<file path="src/rtl/fifo_pkg.sv">
// rtl/fifo_pkg.sv - shared constants for the 8x12b FIFO controller
package fifo_pkg;

   localparam int DEPTH  = 8;
   localparam int ADDR_W = 3;
   localparam int CNT_W  = 4;

   localparam logic [CNT_W-1:0] TH_AF_DEF = 4'd6;
   localparam logic [CNT_W-1:0] TH_AE_DEF = 4'd2;

   localparam logic [3:0] ST_RESET  = 4'd0;
   localparam logic [3:0] ST_INIT   = 4'd1;
   localparam logic [3:0] ST_IDLE   = 4'd2;
   localparam logic [3:0] ST_ACTIVE = 4'd3;
   localparam logic [3:0] ST_ERROR  = 4'd4;

endpackage

</file>
<file path="src/rtl/fifo_wrap_ptr.sv">
// rtl/fifo_wrap_ptr.sv - wrapping RAM pointer with sync clear and enable
module fifo_wrap_ptr #(
   parameter int W = 3
) (
   input  logic         clk,
   input  logic         reset_L,
   input  logic         clr,
   input  logic         en,
   output logic [W-1:0] ptr
);

   // Wrap at DEPTH relies on DEPTH being exactly 2**W.
   always_ff @(posedge clk or negedge reset_L) begin
      if (!reset_L) begin
         ptr <= '0;
      end else if (clr) begin
         ptr <= '0;
      end else if (en) begin
         ptr <= ptr + W'(1);
      end
   end

endmodule

</file>
<file path="src/rtl/fifo_ctrl_8x12b.sv">
// rtl/fifo_ctrl_8x12b.sv - FSM, occupancy and flags driving the 8x12b FIFO RAM
module fifo_ctrl_8x12b
   import fifo_pkg::*;
(
   input  logic              clk,
   input  logic              reset_L,
   input  logic              init,
   input  logic [CNT_W-1:0]  th_af,
   input  logic [CNT_W-1:0]  th_ae,
   input  logic              push,
   input  logic              pop,
   output logic              we_a,
   output logic              re_a,
   output logic [ADDR_W-1:0] addr_wa,
   output logic [ADDR_W-1:0] addr_ra,
   output logic [3:0]        state,
   output logic [CNT_W-1:0]  count,
   output logic              full,
   output logic              empty,
   output logic              almost_full,
   output logic              almost_empty,
   output logic              error,
   output logic              rd_valid
);

   logic [3:0]       state_d;
   logic [CNT_W-1:0] count_d;
   logic [CNT_W-1:0] th_af_q, th_ae_q, th_af_d, th_ae_d;
   logic             running, go_init, ptr_clr;
   logic             wr_ok, rd_ok, overflow, underflow;
   logic             error_d;

   // init overrides every other event, so it also blocks RAM access.
   assign running   = ((state == ST_IDLE) || (state == ST_ACTIVE)) && !init;
   assign go_init   = init && (state != ST_RESET);
   assign ptr_clr   = go_init || (state == ST_INIT);

   assign wr_ok     = running && push && (!full || pop);
   assign rd_ok     = running && pop && !empty;
   assign overflow  = running && push && full && !pop;
   assign underflow = running && pop && empty;

   assign we_a = wr_ok;
   assign re_a = rd_ok;

   fifo_wrap_ptr #(.W(ADDR_W)) u_wr_ptr (
      .clk     (clk),
      .reset_L (reset_L),
      .clr     (ptr_clr),
      .en      (wr_ok),
      .ptr     (addr_wa)
   );

   fifo_wrap_ptr #(.W(ADDR_W)) u_rd_ptr (
      .clk     (clk),
      .reset_L (reset_L),
      .clr     (ptr_clr),
      .en      (rd_ok),
      .ptr     (addr_ra)
   );

   always_comb begin
      count_d = count;
      if (ptr_clr) begin
         count_d = '0;
      end else if (wr_ok && !rd_ok) begin
         count_d = count + CNT_W'(1);
      end else if (!wr_ok && rd_ok) begin
         count_d = count - CNT_W'(1);
      end
   end

   always_comb begin
      th_af_d = th_af_q;
      th_ae_d = th_ae_q;
      if (state == ST_INIT) begin
         th_af_d = th_af;
         th_ae_d = th_ae;
      end
   end

   always_comb begin
      state_d = state;
      case (state)
         ST_RESET:  state_d = ST_INIT;
         ST_INIT:   state_d = init ? ST_INIT : ST_IDLE;
         ST_IDLE,
         ST_ACTIVE: begin
            if (init) begin
               state_d = ST_INIT;
            end else if (overflow || underflow) begin
               state_d = ST_ERROR;
            end else if (count_d == '0) begin
               state_d = ST_IDLE;
            end else begin
               state_d = ST_ACTIVE;
            end
         end
         ST_ERROR:  state_d = init ? ST_INIT : ST_ERROR;
         default:   state_d = ST_INIT;
      endcase
   end

   always_comb begin
      error_d = error;
      if (go_init) begin
         error_d = 1'b0;
      end else if (overflow || underflow) begin
         error_d = 1'b1;
      end
   end

   always_ff @(posedge clk or negedge reset_L) begin
      if (!reset_L) begin
         state        <= ST_RESET;
         count        <= '0;
         th_af_q      <= TH_AF_DEF;
         th_ae_q      <= TH_AE_DEF;
         full         <= 1'b0;
         empty        <= 1'b1;
         almost_full  <= 1'b0;
         almost_empty <= 1'b1;
         error        <= 1'b0;
         rd_valid     <= 1'b0;
      end else begin
         state        <= state_d;
         count        <= count_d;
         th_af_q      <= th_af_d;
         th_ae_q      <= th_ae_d;
         full         <= (count_d == CNT_W'(DEPTH));
         empty        <= (count_d == '0);
         almost_full  <= (count_d >= th_af_d);
         almost_empty <= (count_d <= th_ae_d);
         error        <= error_d;
         rd_valid     <= rd_ok;
      end
   end

endmodule

</file>
<file path="config.mk">
export PLATFORM = sky130hd
export DESIGN_NAME = fifo_ctrl_8x12b
export DESIGN_NICKNAME = d
export VERILOG_FILES = /design/src/rtl/fifo_pkg.sv /design/src/rtl/fifo_wrap_ptr.sv /design/src/rtl/fifo_ctrl_8x12b.sv
export SDC_FILE = /design/constraint.sdc
export NUM_CORES = 1
export LEC_CHECK = 0
export CELL_PAD_IN_SITES_DETAIL_PLACEMENT = 2
export CELL_PAD_IN_SITES_GLOBAL_PLACEMENT = 2
export CORE_ASPECT_RATIO = 1.2
export CORE_UTILIZATION = 31
export DETAILED_ROUTE_END_ITERATION = 8
export GPL_ROUTABILITY_DRIVEN = 0
export MAX_ROUTING_LAYER = met4
export PLACE_DENSITY_LB_ADDON = 0.1
export RECOVER_POWER = 100
export SYNTH_ARGS = -nofsm -noshare
export SYNTH_HDL_FRONTEND = slang
export SYNTH_SLANG_ARGS = --single-unit
</file>
<file path="constraint.sdc">
create_clock -name clk -period 3.6 [get_ports clk]
set_clock_uncertainty 0.05 [all_clocks]
set_input_delay 0.54 -clock clk [delete_from_list [all_inputs] [get_ports clk]]
set_output_delay 0.54 -clock clk [all_outputs]
set_load 0.02 [all_outputs]
</file>
* Word-level counts from Yosys, hierarchy flattened
Cells that the tools add are included.
** Word-level totals
- Register bits after elaboration :: 28
- Input port bits :: 13
- Output and inout port bits :: 22
- Word-level logic and storage cells :: 67
** Operators by class
- Add/subtract/negate cells :: 4
- Magnitude comparators :: 2
- Equal/unequal tests :: 5
- Mux-type cells :: 17
- Reductions and logical operators :: 27
** Operators by type and width (count)
- two-way mux 3 bit :: 7
- two-way mux 4 bit :: 5
- logical AND 1 bit :: 11
- case mux 3 bit (3 select lines) :: 1
- == test 4 x 2 -> 1 bit, second input constant :: 2
- adder 3 x 1 -> 3 bit, second input constant :: 2
- zero test 1 bit :: 6
- nonzero test 2 bit :: 3
- adder 4 x 1 -> 4 bit, second input constant :: 1
- == test 4 x 1 -> 1 bit, second input constant :: 1
- == test 4 x 3 -> 1 bit, second input constant :: 1
- == test 4 bit, second input constant :: 1
- >= comparator 4 bit :: 1
- less-or-equal comparator 4 bit :: 1
- zero test 4 bit :: 1
- logical OR 1 bit :: 4
- nonzero test 4 bit :: 1
- subtractor 4 x 1 -> 4 bit, second input constant :: 1
- two-way mux 1 bit :: 3
- two-way mux 2 bit :: 1
- OR reduction 2 bit :: 1

* Longest topological paths before layout
Gate-level depths: netlist of the first run.
- Word-level depth :: 15
- Depth in mapped cells :: 13
- Gate-level depth less buffers :: 11

* Cells and area by module
A second synthesis of the first run with hierarchy kept.
** Second synthesis, totals
- Cell total of the unflattened synthesis :: 140
- Area total of the unflattened synthesis :: 1495.2 um2
** Modules (own cells, without submodules)
- fifo_ctrl_8x12b :: times used 1, cells each 118, area an instance 1222.4 um2, seq. area each 531.8 um2
- fifo_wrap_ptr :: times used 2, cells each 11, area an instance 136.4 um2, seq. area each 75.1 um2

* Least setup slack after synthesis of the first run
Ideal clock, no wire load.
- Path kind :: register to register
- Start point :: register state[2]
- End point :: register almost_empty
- Library setup time :: 61 ps
- Data arrival time :: 3020 ps
- Data required time :: 3489 ps
- Setup slack :: 468 ps
- Stages on the path, launching flop included :: 13
- Buffers on the path :: 2
- Clock period less this slack :: 3132 ps
- Cell sequence :: dfrtp_1 -> buf_6 -> or3b_1 -> buf_6 -> nor3b_2 -> a221oi_1 -> a311oi_1 -> ha_1 -> nor2b_1 -> o21ai_0 -> nand2b_1 -> a21oi_1 -> a41o_1
** On the way
- Word-level cells in the longest chain between the ends :: 11
- Elaborated cells between the ends (all ways) :: 21
- Classes of those cells :: order compare: 1; eq/ne: 3; mux: 4; reduce/logical: 13
** Ends and longest elaborated chain
- start, declared :: line fifo_ctrl_8x12b.sv:16 : output logic [3:0] state,
- start signal, assigned :: line fifo_ctrl_8x12b.sv:126 : state <= state_d;
- == test 4 x 2 -> 1 bit :: line fifo_ctrl_8x12b.sv:34 : assign running = ((state == ST_IDLE) || (state == ST_ACTIVE)) && !init;
- logical OR 1 bit (*) :: line fifo_ctrl_8x12b.sv:34
- logical AND 1 bit (*) :: line fifo_ctrl_8x12b.sv:34
- logical AND 1 bit (*) (2 in a row) :: line fifo_ctrl_8x12b.sv:38 : assign wr_ok = running && push && (!full || pop);
- via we_a :: line fifo_ctrl_8x12b.sv:12 : output logic we_a,
- zero test 1 bit :: line fifo_ctrl_8x12b.sv:68 : end else if (!wr_ok && rd_ok) begin
- logical AND 1 bit :: line fifo_ctrl_8x12b.sv:68
- two-way mux 4 bit :: line fifo_ctrl_8x12b.sv:68
- two-way mux 4 bit (*) :: line fifo_ctrl_8x12b.sv:66 : end else if (wr_ok && !rd_ok) begin
- two-way mux 4 bit (*) :: line fifo_ctrl_8x12b.sv:64 : if (ptr_clr) begin
- via count_d[1] :: line fifo_ctrl_8x12b.sv:27 : logic [CNT_W-1:0] count_d;
- less-or-equal comparator 4 bit (*) :: line fifo_ctrl_8x12b.sv:133 : almost_empty <= (count_d <= th_ae_d);
- end signal, assigned :: line fifo_ctrl_8x12b.sv:133
- end, declared :: line fifo_ctrl_8x12b.sv:21 : output logic almost_empty,
The timed path passes the listed nets; every way through them passes the cells marked *.
A chain may end at the register's enable or synchronous reset.

* Final worst setup path of the first run
- Start point :: input init
- End point :: output we_a
** On the way
- Word-level cells in the longest chain between the ends :: 4
** Ends and longest elaborated chain
- start, declared :: line fifo_ctrl_8x12b.sv:7 : input logic init,
- zero test 1 bit :: line fifo_ctrl_8x12b.sv:34
- logical AND 1 bit :: line fifo_ctrl_8x12b.sv:34
- logical AND 1 bit (2 in a row) :: line fifo_ctrl_8x12b.sv:38
- end, declared :: line fifo_ctrl_8x12b.sv:12
Every way passes these cells.

==> flow_summary.json, run 1 <==
{
  "status": "completed",
  "clockBufferDepth": 2,
  "grt_start_max_net_pins": 28,
  "cts_root_buf": "clkbuf_8",
  "cp_top_family": "buffers and inverters",
  "numCtsBuffers": 3,
  "finalNonFillerCells": 243,
  "wl_met3_um": 70,
  "total_power_mw": 1.257,
  "worst_pin_slew_ns": 1.474,
  "numClockSinks": 27,
  "synth_edf_count": 0,
  "cts_tree": "built",
  "fin_area_um2": 1987,
  "dieArea_um2": 5309,
  "synth_nets": 173,
  "clock_latency_ns": 0.27,
  "min_period_ns": 3.328,
  "drc": 0,
  "worst-path-stages": 5,
  "synth_area_um2": 1556,
  "first_global_vias": 1425,
  "critical_path.most_common_cell": "dlygate4sd3_1",
  "avgSynthCellArea_um2": 10.52,
  "dpl.cell_count": 239,
  "grt_pass1_wl_um": 6768,
  "nets": 211,
  "setup_violations": 0,
  "grt.total_usage_pct": 17.23,
  "cp_cell_sequence": "dlygate4sd3_1 -> or3b_1 -> nor3b_2 -> buf_4 -> dlygate4sd3_1",
  "ioPinCount": 35,
  "wl_um": 3949,
  "wire_per_inst_um": 16.25,
  "finalHoldViolCount": 0,
  "synth_warnings": 0,
  "drtIter0Drc": 23,
  "syn2layout_area_growth_pct": 27.65,
  "hold-worst-slack_ns": 0.4515,
  "synthArstFlopShare_pct": 100.0,
  "arrival_ns": 2.74,
  "rr_worst_depth": 10,
  "hold_buffers": 0,
  "rows": 27,
  "maxCapViolations": 0,
  "min_path_type": "reg -> reg",
  "cp_num_buf_inv": 3,
  "relSlewSlack_pct": 1.729,
  "dr.pass1.iters": 3,
  "leakagePower_nw": 0.9435,
  "path_max_fanout": 6,
  "synth_ff_type": "dfrtp_1",
  "rsz0062_at_grt": "false",
  "slew_viol_final": 0,
  "synth_cells": 148,
  "diodes": 0,
  "ant_nets": 0,
  "cts-resized-gates": 0,
  "routed.top_layer": "met4",
  "power_density_nw_per_um2": 632.8,
  "htreeDepth": 1,
  "rrSetupSlack_ns": 0.67,
  "endpoint_kind": "output port",
  "fmax_mhz": 300.5,
  "slowest_delay_ns": 0.67,
  "synthDistinctLibCells": 46,
  "layout-drive-gt1-share_pct": 10.27,
  "via_per_inst": 5.058,
  "core_area_um2": 4696,
  "cp_slowest_cell": "dlygate4sd3_1",
  "ir_drop_mv": 0.2753,
  "tns_ns": 0,
  "overflow": 0,
  "antenna_found_initial": 0,
  "worstPathRequired_ns": 3.01,
  "crit_type": "in -> out",
  "initial_core_util_pct": 33.15,
  "die_h_um": 79.62,
  "place_area_um2": 1958,
  "start_kind": "input port",
  "placement.io_buffers": 33,
  "cts_setup_buffers": 0,
  "die_w_um": 66.69,
  "worstHoldPathCells": 2,
  "clk_pin_slew_ns": 0.09,
  "dp_hpwl_um": 3157,
  "min_period_over_period_pct": 92.43,
  "vias": 1229,
  "synth_seq_cells": 27,
  "wl_met2_um": 2102,
  "yosysSeqAreaShare_pct": 43.81,
  "met1Wirelength_um": 1726
}
[layout by cell type (no fill, tap or decap), types with 2 or more instances in the layout]
master,instances
mux2_1,2
dlygate4sd3_1,24
clkdlybuf4s50_1,9
dfstp_2,5
xor2_1,2
xnor2_1,4
a32oi_1,2
o21ai_0,7
inv_1,12
nor2_1,10
nor3_1,2
mux2i_1,9
clkbuf_8,3
or3_1,2
nand3_1,2
buf_4,3
clkbuf_1,3
a21oi_1,4
nor2b_1,6
dfrtp_1,22
nand2b_1,6
and2_0,2
ha_1,12
nand2_1,8
[state kept, by name, summed over array words and instances, names as in the netlist]
register,cells
th_af_q,4
u_rd_ptr.ptr,3
almost_empty,1
almost_full,1
error,1
th_ae_q,4
rd_valid,1
u_wr_ptr.ptr,3
full,1
state,3
count,4
empty,1
[metrics by stage]
stage                     worst slack (ns)  util (%)
after global routing                0.1776     42.31
after floorplan                     0.4681         -
final                               0.2724     42.31
after CTS                           0.4323     42.69
after detailed placement            0.1785     41.70
after global placement              0.2722     41.70
[kinds of logic after synthesis]
family                     count (synthesis)  synth area share [%]
buffers and inverters                     18                 5.867
and+or+nand+nor                           50                 19.13
muxes                                     11                 7.235
xor gates and xnor gates                   6                 3.376
adders and majority gates                 12                 9.646
AOI/OAI and AO/OA                         23                 10.69
other                                      1                0.2409
DFF                                       27                 43.81
[layer usage]
layer / track usage [%] / vias to the layer above
met5: - / -
met3: 1.286 / 6
met4: 4.681 / 0
li1: - / 587
met2: 30.91 / 20
met1: 20.38 / 616
[path summary, 6_finish.rpt]
path	from	endpoint
worst max register to register	state[2]$_DFF_PN0_	almost_empty$_DFF_PN1_
worst min register to register	th_af_q[3]$_DFF_PN0_	th_af_q[3]$_DFF_PN0_
worst max-delay path	init	we_a
worst min-delay path	th_af_q[3]$_DFF_PN0_	th_af_q[3]$_DFF_PN0_
min in group asynchronous	reset_L	u_rd_ptr.ptr[1]$_DFFE_PN0P_
max in group asynchronous	reset_L	state[1]$_DFF_PN0_
[synthesized netlist by cell type (2+ instances only)]
cell	instances	share of area (%)
a21oi_1	4	1.3
buf_4	2	0.96
a32oi_1	2	1.1
xnor2_1	4	2.3
dfstp_2	5	8.4
buf_6	2	1.4
xor2_1	2	1.1
mux2_2	2	1.4
dfrtp_1	22	35
inv_1	12	2.9
nand2b_1	6	2.4
nor2b_1	6	2.4
nor2_1	10	2.4
mux2i_1	9	5.8
ha_1	12	9.6
o21ai_0	7	2.3
or3_1	2	0.80
nand2_1	8	1.9
and2_1	2	0.80
nand3_1	2	0.64
nor3_1	2	0.64
[worst min-delay path, delay by kind of cell (launching register included)]
family | cells | cell delay (ns)
flip-flops | 1 | 0.33
buffers and inverters | 1 | 0.06
multiplexers | 1 | 0.08
[where the power goes]
| part | total [mW] | internal (mW) | switching, mW |
|---|---|---|---|
| clock | 0.173 | 0.0775 | 0.0952 |
| combinational | 0.620 | 0.271 | 0.349 |
| sequential | 0.464 | 0.405 | 0.0591 |
[final cells by class]
class / instances / area [µm²]
Sequential cell: 27 / 681.9
Inverter: 12 / 45.04
Clock inverter: 1 / 5.005
Multi-Input combinational cell: 103 / 777.0
Timing Repair Buffer: 39 / 364.1
Tap cell: 58 / 72.57
Fill cell: 504 / 2709
Clock buffer: 3 / 41.29
Note: power is estimated with default switching activity, not from simulation.
==> run 2, diff against run 1 <==
--- a/config.mk
+++ b/config.mk
@@ -5,10 +5,11 @@
 export SDC_FILE = /design/constraint.sdc
 export NUM_CORES = 1
 export LEC_CHECK = 0
+export ABC_AREA = 1
 export CELL_PAD_IN_SITES_DETAIL_PLACEMENT = 2
 export CELL_PAD_IN_SITES_GLOBAL_PLACEMENT = 2
 export CORE_ASPECT_RATIO = 1.2
-export CORE_UTILIZATION = 31
+export CORE_UTILIZATION = 29
 export DETAILED_ROUTE_END_ITERATION = 8
 export GPL_ROUTABILITY_DRIVEN = 0
 export MAX_ROUTING_LAYER = met4
==> run 2 against run 1 <==
The run now ends with capacitance limit, slew limit left. Design area is 1.8% lower. Sequential share of layout area is 0.64 points higher. First-iteration DRC count is 8.7% lower. Via count is 9.8% higher. Largest power group is now sequential cells. Critical path depth stayed put. Flip-flop and latch count stayed put. Clock-buffer cell count is 1 higher. Synthesized cell count is 20% higher. Hold slack worse by 0.035 ns. Sequential power is 17% lower.
==> flow_summary.json, run 2 <==
{
  "status": "finished with violations",
  "violations": "capacitance limit, slew limit",
  "cts_root_buf": "clkbuf_8",
  "p_sw_uw": 285.0,
  "synthDistinctLibCells": 26,
  "vias": 1350,
  "nets": 241,
  "layout-drive-gt1-share_pct": 10.23,
  "relSlewSlack_pct": -3.123,
  "placement.io_buffers": 33,
  "top_regs": "count x4, th_ae_q x4, th_af_q x4",
  "layout_commonest_cell": "nand2_1",
  "min_period_ns": 3.169,
  "arrival_ns": 2.58,
  "overflow": 0,
  "rsz0062_at_grt": "false",
  "power.internal_uw": 548.0,
  "yosys-top-cells-area": "dfrtp_1 (36%), ha_1 (9.9%), dfstp_2 (8.6%), nand2_1 (7.4%), inv_1 (6.9%)",
  "slowest_delay_ns": 0.76,
  "diodes": 0,
  "dr.pass1.iters": 4,
  "rrSetupSlack_ns": 1.05,
  "synth_ff_type": "dfrtp_1",
  "cts-resized-gates": 0,
  "numClockSinks": 27,
  "dp_hpwl_um": 3326,
  "ioPinCount": 35,
  "die_h_um": 81.28,
  "synth_warnings": 0,
  "grt_pass1_wl_um": 7044,
  "min_path_type": "reg -> reg",
  "yosysMostFrequentCell": "nand2_1",
  "min_period_over_period_pct": 88.03,
  "power_density_nw_per_um2": 427.1,
  "initial_core_util_pct": 30.53,
  "synth_seq_cells": 27,
  "holdPathEnd": "u_wr_ptr.ptr[2]$_DFFE_PN0P_",
  "endpoint_kind": "output port",
  "worst_pin_slew_ns": 1.547,
  "rows": 28,
  "ant_nets": 0,
  "drc": 0,
  "rr_worst_depth": 9,
  "worst-path-stages": 5,
  "synth_area_um2": 1519,
  "avgSynthCellArea_um2": 8.582,
  "drtIter0Drc": 21,
  "final_cell_mix": "nand2_1 (33), inv_1 (29), dlygate4sd3_1 (23), dfrtp_1 (22), nand3_1 (20)",
  "die_w_um": 68.07,
  "wl_um": 4220,
  "fmax_mhz": 315.6,
  "place_area_um2": 1934,
  "antenna_found_initial": 0,
  "timing.rr.start": "state[2]$_DFF_PN0_",
  "synth_nets": 202,
  "synth_edf_count": 0,
  "via_per_inst": 4.909,
  "fin_area_um2": 1951,
  "r2r-end": "almost_full$_DFF_PN0_",
  "synth_cells": 177,
  "hp-start": "u_wr_ptr.ptr[2]$_DFFE_PN0P_",
  "dieArea_um2": 5532,
  "numCtsBuffers": 3,
  "worstPathRequired_ns": 3.01,
  "clockBufferDepth": 2,
  "seqPwrFrac_pct": 46.2,
  "wire_per_inst_um": 15.35,
  "cp_slowest_cell": "dlygate4sd3_1",
  "synth_common_cells": "nand2_1 (30), inv_1 (28), dfrtp_1 (22)",
  "tns_ns": 0,
  "cts_setup_buffers": 0,
  "combPwrFrac_pct": 32.8,
  "cp_top_family": "buffers and inverters",
  "htreeDepth": 1,
  "clock_latency_ns": 0.27,
  "crit_type": "in -> out",
  "synth_top_cell_by_area": "dfrtp_1",
  "worstHoldPathCells": 1,
  "clk_pin_slew_ns": 0.09,
  "grt_start_max_net_pins": 28,
  "synthArstFlopShare_pct": 100.0,
  "start_kind": "input port",
  "synth_top_area_share_pct": 36.24,
  "crit_path_start": "init",
  "core_area_um2": 4975,
  "yosysSeqAreaShare_pct": 44.89,
  "finalHoldViolCount": 0,
  "setup_violations": 0,
  "maxCapViolations": 1,
  "first_global_vias": 1492,
  "cp_cell_sequence": "clkdlybuf4s50_1 -> inv_1 -> nand4_1 -> nor2_1 -> dlygate4sd3_1",
  "cp_num_buf_inv": 3,
  "leakagePower_nw": 1.063,
  "path_max_fanout": 8,
  "grt.total_usage_pct": 17.85,
  "ir_drop_mv": 0.1604,
  "hold_buffers": 0,
  "slew_viol_final": 28,
  "cts_tree": "built",
  "swShare_pct": 34.21,
  "syn2layout_area_growth_pct": 28.42,
  "clockPowerShare_pct": 21.0
}
[run 2: changes by cell type after synthesis, sizes merged, moves of 3 or more]
cell    delta
nand2     +26
nand3     +20
inv       +18
mux2i      -9
nand2b     -6
nor2b      -6
o21ai      +5
or2        +5
buf        -4
xnor2      -4
nand4      +3
o21bai     +3
or3        -3
[run 2: cells by family after synthesis]
| group | Yosys count | synth area share (%) |
|---|---|---|
| fa+ha+maj | 12 | 9.884 |
| compound gates | 22 | 7.990 |
| buf+inv | 32 | 8.237 |
| simple gates | 83 | 28.75 |
| flops | 27 | 44.89 |
| other cells | 1 | 0.2469 |
[run 2: layout make-up]
cell class	count	area, µm²
clock buffer	4	45.04
fill	580	3024
inverter	30	112.6
multi-input combinational	118	690.7
sequential	27	681.9
tap	60	75.07
timing repair buffer	36	345.3
[run 2: per-layer routing]
| layer | part of all wire, % | track usage, % | up-vias |
|---|---|---|---|
| li1 | - | - | 646 |
| met1 | 38 | 18.19 | 679 |
| met2 | 59 | 34.80 | 23 |
| met3 | 2.2 | 1.685 | 2 |
| met4 | 0.69 | 5.000 | 0 |
| met5 | 0 | - | - |
[run 2: worst max-delay path by stage]
stage,endpoint
floorplan,almost_full$_DFF_PN0_
global placement,re_a
detailed placement,almost_empty$_DFF_PN1_
CTS,re_a
global route,re_a
finish,re_a
[run 2: power groups by stage]
stage / clock [mW] / sequential (mW) / combinational, mW
2_1_floorplan: 0 / 0.406 / 0.156
3_3_place_gp: 0 / 0.390 / 0.280
3_5_place_dp: 0 / 0.394 / 0.294
4_1_cts: 0.184 / 0.388 / 0.297
5_1_grt: 0.191 / 0.391 / 0.317
6_report: 0.175 / 0.385 / 0.273
[run 2: stage by stage]
| stage | utilization (%) | hold WS [ns] | worst slack [ns] | cells | power [mW] |
|---|---|---|---|---|---|
| 2_1_floorplan | - | 0.1944 | 1.447 | 177 | 0.5623 |
| 3_3_place_gp | 38.88 | 0.4088 | 0.7744 | 271 | 0.6704 |
| 3_5_place_dp | 38.88 | 0.4130 | 0.7093 | 271 | 0.6876 |
| 4_1_cts | 39.79 | 0.4285 | 0.7482 | 275 | 0.8686 |
| 5_1_grt | 39.21 | 0.4667 | 0.3369 | 275 | 0.8990 |
| 6_report | 39.21 | 0.4164 | 0.4310 | 275 | 0.8330 |
